$ cat src/rtl/snn_ctrl_pkg.sv
`default_nettype none
// ============================================================================
// Module  : snn_ctrl_pkg
// Brief   : Shared types, defaults and helpers for SNN control blocks.
// Revision: 1.0
// ============================================================================
package snn_ctrl_pkg;

  typedef enum logic [1:0] {
    IDLE = 2'd0,
    SEND = 2'd1,
    ACK  = 2'd2
  } state_t;

  localparam int c_N_IN     = 8;
  localparam int c_ADDR_W   = 3;
  localparam int c_TICK_DIV = 16;
  localparam int c_CNT_W    = 16;

  // Wide enough for the largest supported neuron bank; callers truncate.
  function automatic logic [63:0] onehot(input int unsigned idx);
    onehot = 64'd1 << idx;
  endfunction

endpackage
`default_nettype wire

$ cat src/rtl/rr_arbiter.sv
`default_nettype none
// ============================================================================
// Module  : rr_arbiter
// Brief   : Combinational round-robin pick: lowest request at or above ptr,
//           else lowest request overall.
// Revision: 1.0
// ============================================================================
module rr_arbiter #(
  parameter int N  = 8,
  parameter int AW = 3
) (
  input  logic [N-1:0]  req,
  input  logic [AW-1:0] ptr,
  output logic [AW-1:0] grant,
  output logic          any_req
);

  logic [AW-1:0] w_hi_idx;
  logic [AW-1:0] w_lo_idx;
  logic          w_hi_found;

  // Descending scan so the last match written is the lowest index.
  always_comb begin
    w_hi_idx   = '0;
    w_lo_idx   = '0;
    w_hi_found = 1'b0;
    for (int i = N - 1; i >= 0; i--) begin
      if (req[i]) begin
        w_lo_idx = AW'(i);
        if (i >= int'(ptr)) begin
          w_hi_idx   = AW'(i);
          w_hi_found = 1'b1;
        end
      end
    end
  end

  assign grant   = w_hi_found ? w_hi_idx : w_lo_idx;
  assign any_req = |req;

endmodule
`default_nettype wire

$ cat src/rtl/input_spike_scheduler.sv
`default_nettype none
// ============================================================================
// Module  : input_spike_scheduler
// Brief   : Tick generator and round-robin spike-to-event serialiser for the
//           input neuron bank.
// Revision: 1.0
// ============================================================================
module input_spike_scheduler
  import snn_ctrl_pkg::*;
#(
  parameter int N_IN     = c_N_IN,
  parameter int ADDR_W   = c_ADDR_W,
  parameter int TICK_DIV = c_TICK_DIV,
  parameter int CNT_W    = c_CNT_W
) (
  input  logic              clk,
  input  logic              resetn,
  input  logic              enable,
  input  logic [N_IN-1:0]   spike_in,
  output logic [N_IN-1:0]   ack_out,
  output logic              timer_en,
  output logic              ev_valid,
  output logic [ADDR_W-1:0] ev_addr,
  input  logic              ev_ready,
  output logic [CNT_W-1:0]  ev_count
);

  localparam int                c_PW         = $clog2(TICK_DIV);
  localparam logic [c_PW-1:0]   c_PRESC_LAST = c_PW'(TICK_DIV - 1);
  localparam logic [ADDR_W-1:0] c_ADDR_LAST  = ADDR_W'(N_IN - 1);
  localparam logic [CNT_W-1:0]  c_CNT_MAX    = '1;

  logic [c_PW-1:0]   r_presc;
  logic              r_tick;

  state_t            r_state, w_state_nx;
  logic [ADDR_W-1:0] r_ptr, w_ptr_nx;
  logic [ADDR_W-1:0] r_addr, w_addr_nx;
  logic              r_valid, w_valid_nx;
  logic [N_IN-1:0]   r_ack, w_ack_nx;
  logic [CNT_W-1:0]  r_count, w_count_nx;

  logic [ADDR_W-1:0] w_grant;
  logic              w_any;

  rr_arbiter #(
    .N  (N_IN),
    .AW (ADDR_W)
  ) u_arb (
    .req     (spike_in),
    .ptr     (r_ptr),
    .grant   (w_grant),
    .any_req (w_any)
  );

  // Prescaler freezes with enable low so tick spacing counts enabled cycles.
  always_ff @(posedge clk) begin
    if (resetn) begin
      r_presc <= '0;
      r_tick  <= 1'b0;
    end else begin
      r_tick <= enable && (r_presc == c_PRESC_LAST);
      if (enable)
        r_presc <= (r_presc == c_PRESC_LAST) ? '0 : r_presc + 1'b1;
    end
  end

  always_ff @(posedge clk) begin
    if (resetn) begin
      r_state <= IDLE;
      r_ptr   <= '0;
      r_addr  <= '0;
      r_valid <= 1'b0;
      r_ack   <= '0;
      r_count <= '0;
    end else begin
      r_state <= w_state_nx;
      r_ptr   <= w_ptr_nx;
      r_addr  <= w_addr_nx;
      r_valid <= w_valid_nx;
      r_ack   <= w_ack_nx;
      r_count <= w_count_nx;
    end
  end

  always_comb begin
    w_state_nx = r_state;
    w_ptr_nx   = r_ptr;
    w_addr_nx  = r_addr;
    w_valid_nx = r_valid;
    w_ack_nx   = '0;
    w_count_nx = r_count;
    case (r_state)
      IDLE: begin
        if (enable && w_any) begin
          w_addr_nx  = w_grant;
          w_valid_nx = 1'b1;
          w_state_nx = SEND;
        end
      end
      SEND: begin
        if (ev_ready) begin
          w_valid_nx = 1'b0;
          w_ack_nx   = N_IN'(onehot(32'(r_addr)));
          w_ptr_nx   = (r_addr == c_ADDR_LAST) ? '0 : r_addr + 1'b1;
          w_count_nx = (r_count == c_CNT_MAX) ? r_count : r_count + 1'b1;
          w_state_nx = ACK;
        end
      end
      // The neuron drops its flag on this edge, so IDLE never sees it stale.
      ACK: begin
        w_state_nx = IDLE;
      end
      default: begin
        w_state_nx = IDLE;
        w_valid_nx = 1'b0;
      end
    endcase
  end

  assign ack_out  = r_ack;
  assign timer_en = r_tick;
  assign ev_valid = r_valid;
  assign ev_addr  = r_addr;
  assign ev_count = r_count;

endmodule
`default_nettype wire

$ cat config.mk
export PLATFORM = sky130hd
export DESIGN_NAME = input_spike_scheduler
export DESIGN_NICKNAME = d
export VERILOG_FILES = /design/src/rtl/snn_ctrl_pkg.sv /design/src/rtl/rr_arbiter.sv /design/src/rtl/input_spike_scheduler.sv
export SDC_FILE = /design/constraint.sdc
export NUM_CORES = 1
export LEC_CHECK = 0
export CORE_ASPECT_RATIO = 0.75
export CORE_MARGIN = 2
export CORE_UTILIZATION = 35
export CTS_CLUSTER_DIAMETER = 60
export DETAILED_ROUTE_END_ITERATION = 10
export PLACE_DENSITY = 0.67
export REMOVE_ABC_BUFFERS = 1
export SLEW_MARGIN = 40
export SYNTH_ARGS = -nofsm -noshare
export SYNTH_HDL_FRONTEND = slang
export SYNTH_SLANG_ARGS = --single-unit
$ cat constraint.sdc
create_clock -name clk -period 2 [get_ports clk]
set_clock_uncertainty 0.15 [all_clocks]
set_input_delay 0.4 -clock clk [delete_from_list [all_inputs] [get_ports clk]]
set_output_delay 0.4 -clock clk [all_outputs]
set_load 0.01 [all_outputs]
# [Word level (Yosys, flattened, before mapping)]
# Cells that the tools add are included.
[word_totals] reg_bits=38 latch_bits=0 ramBits=0 mem_bits_ro=0 inputBits=12 out_inout_bits=29 word_cells=86 memories=0
[op_classes] n_addsub=3 mul=0 div=0 n_lt_le_gt_ge=7 n_eq_ne=7 shift=1 n_mux=46 bitwise_logic=4 reduce_logical=10
[ops] cell="$mux 3" n=24
[ops] cell="$mux 1" n=17
[ops] cell="$add 16x1->16 const B" n=1
[ops] cell="$eq 16x16->1 const B" n=1
[ops] cell="$ge 3x3->1 const A" n=3
[ops] cell="$reduce_or 8->1" n=1
[ops] cell="$shl 1x3->8 const A" n=1
[ops] cell="$ge 1x3->1 const A" n=2
[ops] cell="$ge 2x3->1 const A" n=2
[ops] cell="$reduce_and 2->1" n=3
[ops] cell="$reduce_and 3->1" n=2
[ops] cell="$add 4x1->4 const B" n=1
[ops] cell="$eq 4x4->1 const B" n=1
[ops] cell="$mux 2" n=2
[ops] cell="$mux 4" n=1
[ops] cell="$ne 2x2->1 const B" n=2
[ops] cell="$not 1->1" n=4
[ops] cell="$pmux 2 s2" n=1
[ops] cell="$add 3x1->3 const B" n=1
[ops] cell="$eq 3x3->1 const B" n=1
[ops] cell="$pmux 1 s3" n=1
[ops] cell="$reduce_or 3->1" n=1
[ops] cell="$eq 2x1->1 const B" n=1
[ops] cell="$eq 2x2->1 const B" n=1
[ops] cell="2 further kinds" n=3

# [Longest topological paths before layout]
# Gate-level depths: netlist of run 1.
[depth] depth_word=16 mapped_depth=7 ltp_nobuf=6

# [Hierarchy]
# From an unflattened synthesis of run 1, not the netlist that was laid out.
[unflattened] cells_unflattened=239 hier_area_um2=2029.4
[by_module_without_submodules] module="input_spike_scheduler" n_inst=1 cells_per_inst=194 area_each_um2=1764.2 seq_area_each_um2=760.7
[by_module_without_submodules] module="rr_arbiter" n_inst=1 cells_per_inst=45 area_each_um2=265.3 seq_area_each_um2=0.0

# [Worst setup path before layout of run 1]
# Ideal clock, no wire load.
[synth_timing] kind="register -> register" startpoint="reg r_count[0] (netlist: ev_count[0])" endpoint="reg r_count[8] (netlist: ev_count[8])" setup_time_ns=0.128 arrival_time_ns=1.630 required_ns=1.722 setup_slack_ns=0.093 stages_incl_launch_ff=8 synth_period_minus_slack_ns=1.907 cell_sequence="dfxtp_1 -> ha_1 -> nand3_2 -> or3_1 -> buf_6 -> a211oi_2 -> xnor2_1 -> nor2_1"
[synth_between] elab_chain_cells=3 elab_cells_between_ends=4
[synth_lines] element="start: declaration" line_no="input_spike_scheduler.sv:41" source="logic [CNT_W-1:0] r_count, w_count_nx;"
[synth_lines] element="start signal: assignment" line_no="input_spike_scheduler.sv:82" source="r_count <= w_count_nx;"
[synth_lines] element="branches (longest 3 deep; another with $add 16x1->16)"
# Parallel ways; which one is timed is not known.
# A chain may end at the register's enable or synchronous reset.

# [Worst setup path after layout of run 1]
[layout_timing] startpoint="in ev_ready" endpoint="reg r_count[15] (netlist: ev_count[15])"
[layout_between] elab_chain_cells=1
[layout_lines] element="start: declaration" line_no="input_spike_scheduler.sv:24" source="input logic ev_ready,"
[layout_lines] element="$reduce_and 3->1 (no line)"
# No other way between the ends.

==> summary.md, run 1 <==
| Metric | Value |
|---|---|
| DP Wirelength | 3420 um |
| Remaining Overflow, GRT | 0 |
| Via count | roughly 1700 |
| CTS Buf Count | 5 |
| RSZ-0062 raised after global routing | yes |
| Clock buffer depth | 2 |
| Mux contribution to synthesized area | 1.59% |
| Ordered list of cells on the worst path | clkdlybuf4s50_1 > and3b_1 > nand4_1 > nor4_1 > xnor2_1 > nor2_1 |
| Post-synthesis simple-gate area fraction | 27.7% |
| FF/Latch Area | 761 um^2 |
| Placed inst area | 2500 um^2 |
| Drc violations | 0 |
| Number of global-route vias before repair | about 1500 |
| Critical Path Fanout Max | 6 |
| Syn Inst Count | 219 |
| Setup TNS | 0 ns |
| Post-synth EDFFs | 0 |
| Fin worst setup slack | between 0.06 and 0.07 ns |
| Slew Limit Fails | 0 |
| Cell-internal power | 1.15 mW |
| PD cells | 577 nW/um^2 |
| Worst VDD drop | 324 uV |
| Family with the most delay on the worst path | simple AND/OR/NAND/NOR gates |
| Layout Nets | 300 |
| Vias per cell | 4.87 |
| Initial antenna violation count | 0 |
| Worst-Skew Late Latency | roughly 0.28 ns |
| Largest net degree at the start of global routing | 13 |
| Yosys top cell area share | 40.3% |
| Synth top area cells | dfxtp_1, nor2_1, xnor2_1, a21oi_1, ha_1 |
| Netlist cell types | between 40 and 50 |
| Clock Pin Slew Worst Setup and Hold Paths | 0.08 ns |
| Worst slew margin | 70.2% |
| WP buf/inv | 1 |
| Status | complete, no violations |
| CTS tree | yes |
| Synthesized area per cell | around 8.6 um^2 |
| GRT Max-Usage Layer | met1 |
| FFs w/ async S/R, synth | 0% |
| Finished Core Util | 49.7% |
| Global-route wire length before repair | 6980 um |
| Max-cap viol count | 0 |
| Top-count cell post-synth | dfxtp_1 |
| GR met2 Demand/Resource | 20.8% |
| CP max stage delay | between 0.5 and 0.6 ns |
| Ys Warns | 0 |
| GRT Util Overall | 15.2% |
| Period minus WS final | 1.94 ns |
| NetSw | 0.363 mW |
| Netlist Area Pre-Place | 1890 um^2 |
| Core outline area | 5270 um^2 |
| Number of nets with antenna violations after routing | 0 |
| GP Congestion | 0.862 |
| Hold WC Path Type | register to register |
| Total wire length | between 4000 and 5000 um |
| # setup viols final | 0 |
| Comb pwr share | 11.7% |
| Post-Synth Adder-Cell Area | ~4.6% |
| I/O Pins | 41 |
| Initial DRT Pass Iterations | 4 |
| Initial drt markers | about 120 |
| Share of cells above drive strength 1 | 13.8% |
| Startpoint types | input port |
| N_diodes | 0 |
| Synthesized flop and latch total | 38 |
| WL per Instance | 12.4 um |
| CTS sink count | 38 |
| Area grow syn2layout | 38.7% |
| Worst-margin pin slew | 0.443 ns |
| Crit path DAT | a little under 2 ns |
| Die height | 67.6 um |
| Final Cycle Share | 96.9% |
| Top FF cell, synth | dfxtp_1 |
| Multi-input gate area | ~1100 um^2 |
| Post-route cell area | 2620 um^2 |
| Chip width | 88.8 um |
| Seq/Total Area, Yosys | 40.3% |
| Most common library cells after synthesis | dfxtp_1, nor2_1, a21oi_1, nand2_1, xnor2_1 |
| Root Driver | clkbuf_8 |
| Pleak | 0.965 nW |
| XOR/XNOR Fraction of Synth Area | between 6 and 7% |
| Biggest area consumer among synthesized cells | dfxtp_1 |
| Reg power frac | between 50% and 60% |
| # H-tree levels | 2 |
| Crit. End Element | register |
| Initial core utilization | 35.9% |
| Fillers | about 530 |
| CP required | roughly 2.0 ns |
| GRT met1 Usage | 23.0% |
| FMAX | 516 MHz |
| Setup CP Type | input port to register |
| Final Hold Viols | 0 |
| FP Rows | 23 |
| Die area | between 6000 and 7000 um^2 |
| Complex-gate fraction of the synthesized area | approximately 16% |
| Largest family of logic cells by synthesized area | simple AND/OR/NAND/NOR gates |
| Count of input and output buffers | 40 |
| Switching Share | around 24% |
| Worst Setup Slack post-DPL | -0.224 ns |
| CP max-delay cell | clkdlybuf4s50_1 |
| Met3 Usage GRT | 3.67% |
| Cts hold-fix bufs | 0 |
| Clk pwr share | 35.7% |
[state kept, by name, summed over array words and instances (netlist names)]
register  flops
ev_count     16
ack_out       8
r_presc       4
ev_addr       3
r_ptr         3
r_state       2
ev_valid      1
timer_en      1
[cell type report]
type	instances	area share (%)
clock buffers	7	3.30
clock inverters	1	0.191
inverters	7	1.00
multi-input cells	167	41.3
flip-flops and latches	38	29.0
well taps	75	3.58
repair buffers	62	21.6
[layer usage]
metal  wire length, um  part of all wire, %  up-vias
li1                  -                    -      909
met1              2400                   54      797
met2              1860                   42       34
met3               159                  3.6        0
met4                 0                    0        0
met5                 0                    0        -
[logic make-up after synthesis]
| kind of cell | after synthesis |
|---|---|
| flip-flops | 38 |
| buffers and inverters | 14 |
| AND/OR/NAND/NOR | 96 |
| AO/OA/AOI/OAI | 48 |
| XOR/XNOR | 13 |
| adder cells (fa/ha/maj) | 7 |
| multiplexers | 3 |
[power by group through the flow]
stage | Combinational, mW | Sequential [mW] | Clock, mW
2_1_floorplan | 0.0706 | 0.811 | 0
3_3_place_gp | 0.174 | 0.810 | 0
3_5_place_dp | 0.176 | 0.811 | 0
4_1_cts | 0.178 | 0.794 | 0.553
5_1_grt | 0.196 | 0.797 | 0.584
6_report | 0.177 | 0.794 | 0.539
[through the flow]
stage          hold slack (ns)  cells  power (mW)
2_1_floorplan            0.283    212       0.881
3_3_place_gp             0.308    348       0.985
3_5_place_dp             0.317    348       0.988
4_1_cts                  0.335    356        1.52
5_1_grt                  0.355    357        1.58
6_report                 0.327    357        1.51
[final timing paths]
check / end / slack, ns / depth (start not counted) / startpoint
hold reg to reg: ev_valid / 0.33 / 2 / ev_valid
setup / recovery: ev_count[15] / 0.06 / 6 / ev_ready
hold / removal: ev_valid / 0.33 / 2 / ev_valid
setup reg to reg: ev_addr[0] / 0.13 / 5 / r_ptr[2]
[timing repair]
item / CTS / global route
hold endpoints to repair: 0 / 0
setup buffers: 0 / 1
resized for setup: 0 / 4
setup endpoints to repair: 0 / 14
[worst reg2reg max path, delay by kind of cell (launching register included)]
kind               cells  cell delay (ns)
AOI/OAI and AO/OA      4             0.92
DFF                    1             0.54
and+or+nand+nor        1             0.17
[placed cells by master (no fill, tap or decap), types with 3 or more instances in the layout]
master	count
and4_1	3
clkbuf_8	6
dfxtp_1	38
nor4_1	4
clkdlybuf4s50_1	40
and2_1	6
nor3_1	3
or3_1	3
ha_1	6
xnor2_1	12
nand2_1	17
a21oi_1	17
nor2b_1	3
nor2_1	31
nand3_1	7
mux2i_1	3
o21ai_0	7
buf_4	22
inv_1	7
and3_1	5
a211oi_1	6
nand4_1	3
Note: power is estimated with default switching activity, not from simulation.
==> run 2, diff against run 1 <==
Clock period 2 ns to 1.8 ns, I/O delays scaled along.
==> summary.md, run 2 (same netlist as run 1, synthesis figures left out) <==
| Metric | Value |
|---|---|
| Status | complete, no violations |
| Post-route cell area | 2840 um^2 (+8.6%) |
| GP Congestion | 0.895 (+3.8%) |
| Reg2Reg Capture Point | ev_count[11] |
| I/O Pins | 41 (unchanged) |
| CTS sink count | 38 (unchanged) |
| N_diodes | 0 (unchanged) |
| Initial drt markers | 72 (-38%) |
| Die height | 67.6 um (unchanged) |
| Slew Limit Fails | 0 (unchanged) |
| Worst hold start | r_presc[3] |
| Max FFs per register | 16 (unchanged) |
| Worst-margin pin slew | 0.297 ns (-0.146 ns) |
| Initial core utilization | 35.9% (unchanged) |
| Worst Setup Slack post-DPL | -0.419 ns (-0.195 ns) |
| # H-tree levels | 2 (unchanged) |
| WL per Instance | 13.0 um (+4.5%) |
| Hold WC Path Type | register to register |
| FMAX | between 500 and 600 MHz |
| Placed inst area | 2650 um^2 (+5.7%) |
| WHS Path Cells | 2 (unchanged) |
| PD cells | 576 nW/um^2 (about the same) |
| Cts hold-fix bufs | 0 (unchanged) |
| Critical Path Fanout Max | 6 (unchanged) |
| Startpoint types | register |
| Area grow syn2layout | 50.6% |
| R2R depth | 6 (+1) |
| Reg2reg start | ev_count[1] |
| Number of global-route vias before repair | 1685 (+12%) |
| Initial DRT Pass Iterations | 4 (unchanged) |
| Root Driver | clkbuf_8 |
| Crit path DAT | 1.24 ns (-0.73 ns) |
| Fin worst setup slack | 0.0475 ns (-0.0155 ns) |
| Total power | 1.64 mW (+8.5%) |
| Commonest non-fill, non-tap cell in the layout | buf_4 |
| Clock buffer depth | 2 (unchanged) |
| Count of input and output buffers | 40 (unchanged) |
| Global-route wire length before repair | 7710 um (+10%) |
| Initial antenna violation count | 0 (unchanged) |
| Fillers | 491 (-8.1%) |
| Largest net degree at the start of global routing | 20 (+7) |
| CTS Buf Count | 5 (unchanged) |
| Remaining Overflow, GRT | 0 (unchanged) |
| Ordered list of cells on the worst path | clkdlybuf4s50_1 |
| Period minus WS final | 1.75 ns |
| Chip width | 88.8 um (unchanged) |
| Multi-input gate area | 1130 um^2 (+5.0%) |
| Vias per cell | 4.91 (+0.78%) |
| Hold endpoint | timer_en |
| Die area | 6000 um^2 (unchanged) |
| Worst VDD drop | 598 uV (+84%) |
| Pleak | 1.30 nW (+35%) |
| Family with the most delay on the worst path | buffers and inverters |
| Layout Nets | 319 (+6.3%) |
| Max-cap viol count | 0 (unchanged) |
| CP max-delay cell | clkdlybuf4s50_1 |
| Final Cycle Share | 97.4% |
| Worst-Skew Late Latency | 0.28 ns (about the same) |
| CTS tree | yes |
| # setup viols final | 0 (unchanged) |
| Total wire length | 4860 um (+9.8%) |
| DP Wirelength | 3640 um (+6.3%) |
| Crit. End Element | output port |
| FF/Latch Area | 772 um^2 (+1.5%) |
| Via count | 1842 (+5.9%) |
| R2r setup slk | 0.09 ns (-0.04 ns) |
| Worst slew margin | 80.0% (+9.8 points) |
| CP max stage delay | 0.57 ns (+0.02 ns) |
| FP Rows | 23 (unchanged) |
| Core outline area | 5270 um^2 (unchanged) |
| Final Hold Viols | 0 (unchanged) |
| CP required | 1.29 ns (-0.74 ns) |
| Share of cells above drive strength 1 | 25.0% (+11 points) |
| Setup CP Type | register to output port |
| Drc violations | 0 (unchanged) |
| WP buf/inv | 1 (unchanged) |
| Number of nets with antenna violations after routing | 0 (unchanged) |
| Clock Pin Slew Worst Setup and Hold Paths | 0.07 ns (about the same) |
| Commonest cells after routing, fill and taps aside | buf_4, nor2_1, dfxtp_1 |
| GRT Util Overall | 16.4% (+1.2 points) |
| Setup TNS | 0 ns (unchanged) |
[run 2: changes by cell type in the layout (fill, tap and decap cells not counted), moves of 3 or more]
cell	previous run	this run
clkdlybuf4s50_1	40	21
dlygate4sd2_1	0	6
dfxtp_1	38	29
nor4_2	1	4
dlymetal6s2s_1	0	13
nor4_1	4	1
dfxtp_2	0	9
buf_4	22	40
[run 2: timing repair]
action / 4_1_cts / 5_1_grt
pin swaps: 1 / 9
buffers inserted: 1 / 0
gates resized for setup: 13 / 30
setup endpoints to repair: 18 / 27
hold endpoints to repair: 0 / 0
[run 2: layer usage]
| metal | GRT usage [%] | share of wire (%) |
|---|---|---|
| met5 | 0 | 0 |
| met4 | 3.41 | 0.58 |
| met3 | 3.67 | 4.8 |
| met2 | 25.1 | 44 |
| met1 | 23.6 | 50 |
[run 2: tightest hold or removal path, stage by stage, from the launching register on]
cell and delay, ns:
dfxtp_1 0.33, nand2_1 0.06, nor3_1 0.04
[run 2: area by class of cell]
cell class / count / share of cell area, %
Tap cell: 75 / 3.30
Clock buffer: 5 / 2.42
Multi-Input combinational cell: 167 / 39.9
Sequential cell: 38 / 27.2
Timing Repair Buffer: 81 / 25.9
Inverter: 7 / 0.924
Clock inverter: 2 / 0.352
[run 2: report_power, final]
| part | leakage, nW | total, mW | internal (mW) | switching [mW] |
|---|---|---|---|---|
| Sequential | 0.312 | 0.882 | 0.860 | 0.0217 |
| Combinational | 0.946 | 0.216 | 0.114 | 0.102 |
| Clock | 0.0438 | 0.540 | 0.260 | 0.281 |
[run 2: worst max path at each step]
stage | depth (start not counted) | to | start | slack, ns
5_1_grt | 6 | ev_count[13] | r_state[0] | -0.03
3_3_place_gp | 6 | ev_count[15] | ev_ready | -0.34
4_1_cts | 6 | ev_addr[0] | spike_in[5] | -0.07
3_5_place_dp | 6 | ev_addr[0] | spike_in[5] | -0.42
6_report | 1 | ev_addr[0] | ev_addr[0] | 0.05
2_1_floorplan | 6 | ev_count[8] | ev_count[0] | -0.08
[run 2: metrics by stage]
step                      util (%)  hold WS, ns  cells
after floorplan                  -        0.279    212
after global routing          54.0        0.354    375
after detailed placement      50.2        0.305    367
after global placement        50.2        0.306    367
after CTS                     52.3        0.314    375
final                         54.0        0.313    375
==> run 3, diff against run 2 <==
Settings changed: CORE_MARGIN 2 to 10.
==> summary.md, run 3 (same netlist as run 1, synthesis figures left out) <==
| Metric | Value |
|---|---|
| Status | complete, no violations |
| N_diodes | 0 (unchanged) |
| Initial drt markers | 90 (+25%) |
| Clock Pin Slew Worst Setup and Hold Paths | 0.07 ns (about the same) |
| Via count | 1861 (+1.0%) |
| Worst VDD drop | 426 uV (-29%) |
| I/O Pins | 41 (unchanged) |
| Share of cells above drive strength 1 | 24.3% (-0.67 points) |
| Period minus WS final | 1.74 ns (-0.00998 ns) |
| Vias per cell | 4.96 (+1.0%) |
| Number of global-route vias before repair | 1739 (+3.2%) |
| Total wire length | 5240 um (+7.8%) |
| Reg2Reg Capture Point | ev_count[8] |
| Core outline area | 5300 um^2 (+0.55%) |
| Setup CP Type | register to output port |
| Clk pwr share | 35.5% (+2.5 points) |
| Root Driver | clkbuf_8 |
| Count of input and output buffers | 40 (unchanged) |
| GRT Util Overall | 11.3% (-5.1 points) |
| Final Hold Viols | 0 (unchanged) |
| CTS Buf Count | 5 (unchanged) |
| Worst-Skew Late Latency | 0.29 ns (about the same) |
| Reg2reg start | ev_count[1] |
| Setup TNS | 0 ns (unchanged) |
| WHS Path Cells | 2 (unchanged) |
| NetSw | 0.415 mW (+2.7%) |
| RSZ-0062 raised after global routing | no |
| Hold endpoint | timer_en |
| Pleak | 1.25 nW (-4.1%) |
| WP buf/inv | 1 (unchanged) |
| Max-cap viol count | 0 (unchanged) |
| R2R depth | 6 (unchanged) |
| Worst slew margin | 80.3% (+0.26 points) |
| Final Cycle Share | 96.8% (-0.55 points) |
| CP max stage delay | 0.57 ns (about the same) |
| Total power | 1.69 mW (+3.4%) |
| FP Rows | 23 (unchanged) |
| R2r setup slk | 0.12 ns (+0.03 ns) |
| DP Wirelength | 3990 um (+9.6%) |
| Worst hold start | r_presc[3] |
| PD cells | 598 nW/um^2 (+3.7%) |
| Worst-margin pin slew | 0.295 ns (-0.00163 ns) |
| Family with the most delay on the worst path | buffers and inverters |
| Reg power frac | 52.1% (-1.7 points) |
| # setup viols final | 0 (unchanged) |
| Clock buffer depth | 2 (unchanged) |
| Die area | 8760 um^2 (+46%) |
| Commonest cells after routing, fill and taps aside | buf_4, nor2_1, dfxtp_1 |
| Number of nets with antenna violations after routing | 0 (unchanged) |
| Comb pwr share | 12.4% (-0.8 points) |
| Critical Path Fanout Max | 4 (-2) |
| Crit path DAT | 1.23 ns (about the same) |
| CP max-delay cell | clkdlybuf4s50_1 |
| FMAX | 574 MHz (+0.57%) |
| Cell-internal power | 1.28 mW (+3.6%) |
| # H-tree levels | 2 (unchanged) |
| Startpoint types | register |
| Fillers | 498 (+1.4%) |
| Drc violations | 0 (unchanged) |
| CP required | 1.29 ns (about the same) |
| WL per Instance | 14.0 um (+7.8%) |
| Slew Limit Fails | 0 (unchanged) |
| Initial DRT Pass Iterations | 5 (+1) |
| Remaining Overflow, GRT | 0 (unchanged) |
| Commonest non-fill, non-tap cell in the layout | buf_4 |
| Global-route wire length before repair | 8390 um (+8.9%) |
| Die height | 83.6 um (+24%) |
| Chip width | 105 um (+18%) |
| Cts hold-fix bufs | 0 (unchanged) |
| Max FFs per register | 16 (unchanged) |
| Switching Share | 24.5% (-0.17 points) |
| CTS tree | yes |
| Largest net degree at the start of global routing | 15 (-25%) |
| Hold WC Path Type | register to register |
| Ordered list of cells on the worst path | clkdlybuf4s50_1 |
| CTS sink count | 38 (unchanged) |
| Crit. End Element | output port |
| Initial core utilization | 35.7% (-0.19 points) |
| Initial antenna violation count | 0 (unchanged) |
| Area grow syn2layout | 50.1% |
| Layout Nets | 318 (-0.31%) |
| GP Congestion | 0.824 (-7.9%) |
| Multi-input gate area | 1130 um^2 (-0.11%) |
| FF/Latch Area | 773 um^2 (+0.16%) |
[run 3: layout make-up]
| class | instances | share of cell area, % |
|---|---|---|
| Timing Repair Buffer | 80 | 25.3 |
| Sequential cell | 38 | 27.3 |
| Multi-Input combinational cell | 167 | 40.0 |
| Clock buffer | 7 | 3.05 |
| Tap cell | 75 | 3.31 |
| Inverter | 7 | 0.927 |
| Clock inverter | 1 | 0.177 |
[run 3: power by group through the flow]
stage	Sequential, mW	Clock [mW]	Combinational (mW)
final	0.883	0.602	0.209
after detailed placement	0.900	0	0.207
after floorplan	0.901	0	0.0785
after global routing	0.886	0.653	0.230
after global placement	0.900	0	0.203
after CTS	0.881	0.613	0.207
[run 3: worst reg2reg max path, stage by stage (launching register included)]
cell      delay (ns)
dfxtp_2         0.36
ha_4            0.14
nand3_2         0.09
or3_4           0.40
a211oi_2        0.24
xnor2_1         0.14
nor2_1          0.05
[run 3: worst max path at each step]
stage / end / startpoint / slack [ns] / depth (start not counted)
2_1_floorplan: ev_count[8] / ev_count[0] / -0.08 / 6
3_3_place_gp: ev_count[13] / ev_ready / -0.39 / 6
3_5_place_dp: ev_count[15] / ev_ready / -0.40 / 6
4_1_cts: ev_addr[0] / spike_in[7] / 0.002 / 6
5_1_grt: ev_count[12] / ev_count[12] / 0.01 / 1
6_report: ev_count[12] / ev_count[12] / 0.06 / 1
[run 3: timing repair]
action / 4_1_cts / 5_1_grt
endpoints found under the setup margin: 22 / 25
setup buffers: 1 / 1
resized for setup: 22 / 23
pin swaps: 2 / 5
[run 3: metal layers]
metal	vias to the layer above	global-route usage, %	routed length (um)
li1	942	-	-
met1	856	14.9	2580
met2	54	16.8	2270
met3	9	3.40	312
met4	0	4.23	82
met5	-	0	0
[run 3: metrics by stage]
step	instances	setup WS, ns	util (%)	hold slack (ns)	instance area, um^2
5_1_grt	375	0.0104	53.5	0.348	2830
3_3_place_gp	365	-0.385	49.7	0.306	2630
3_5_place_dp	365	-0.399	49.7	0.310	2630
2_1_floorplan	212	-0.0799	-	0.279	1850
6_report	375	0.0575	53.5	0.317	2830
4_1_cts	374	0.00197	52.1	0.319	2760
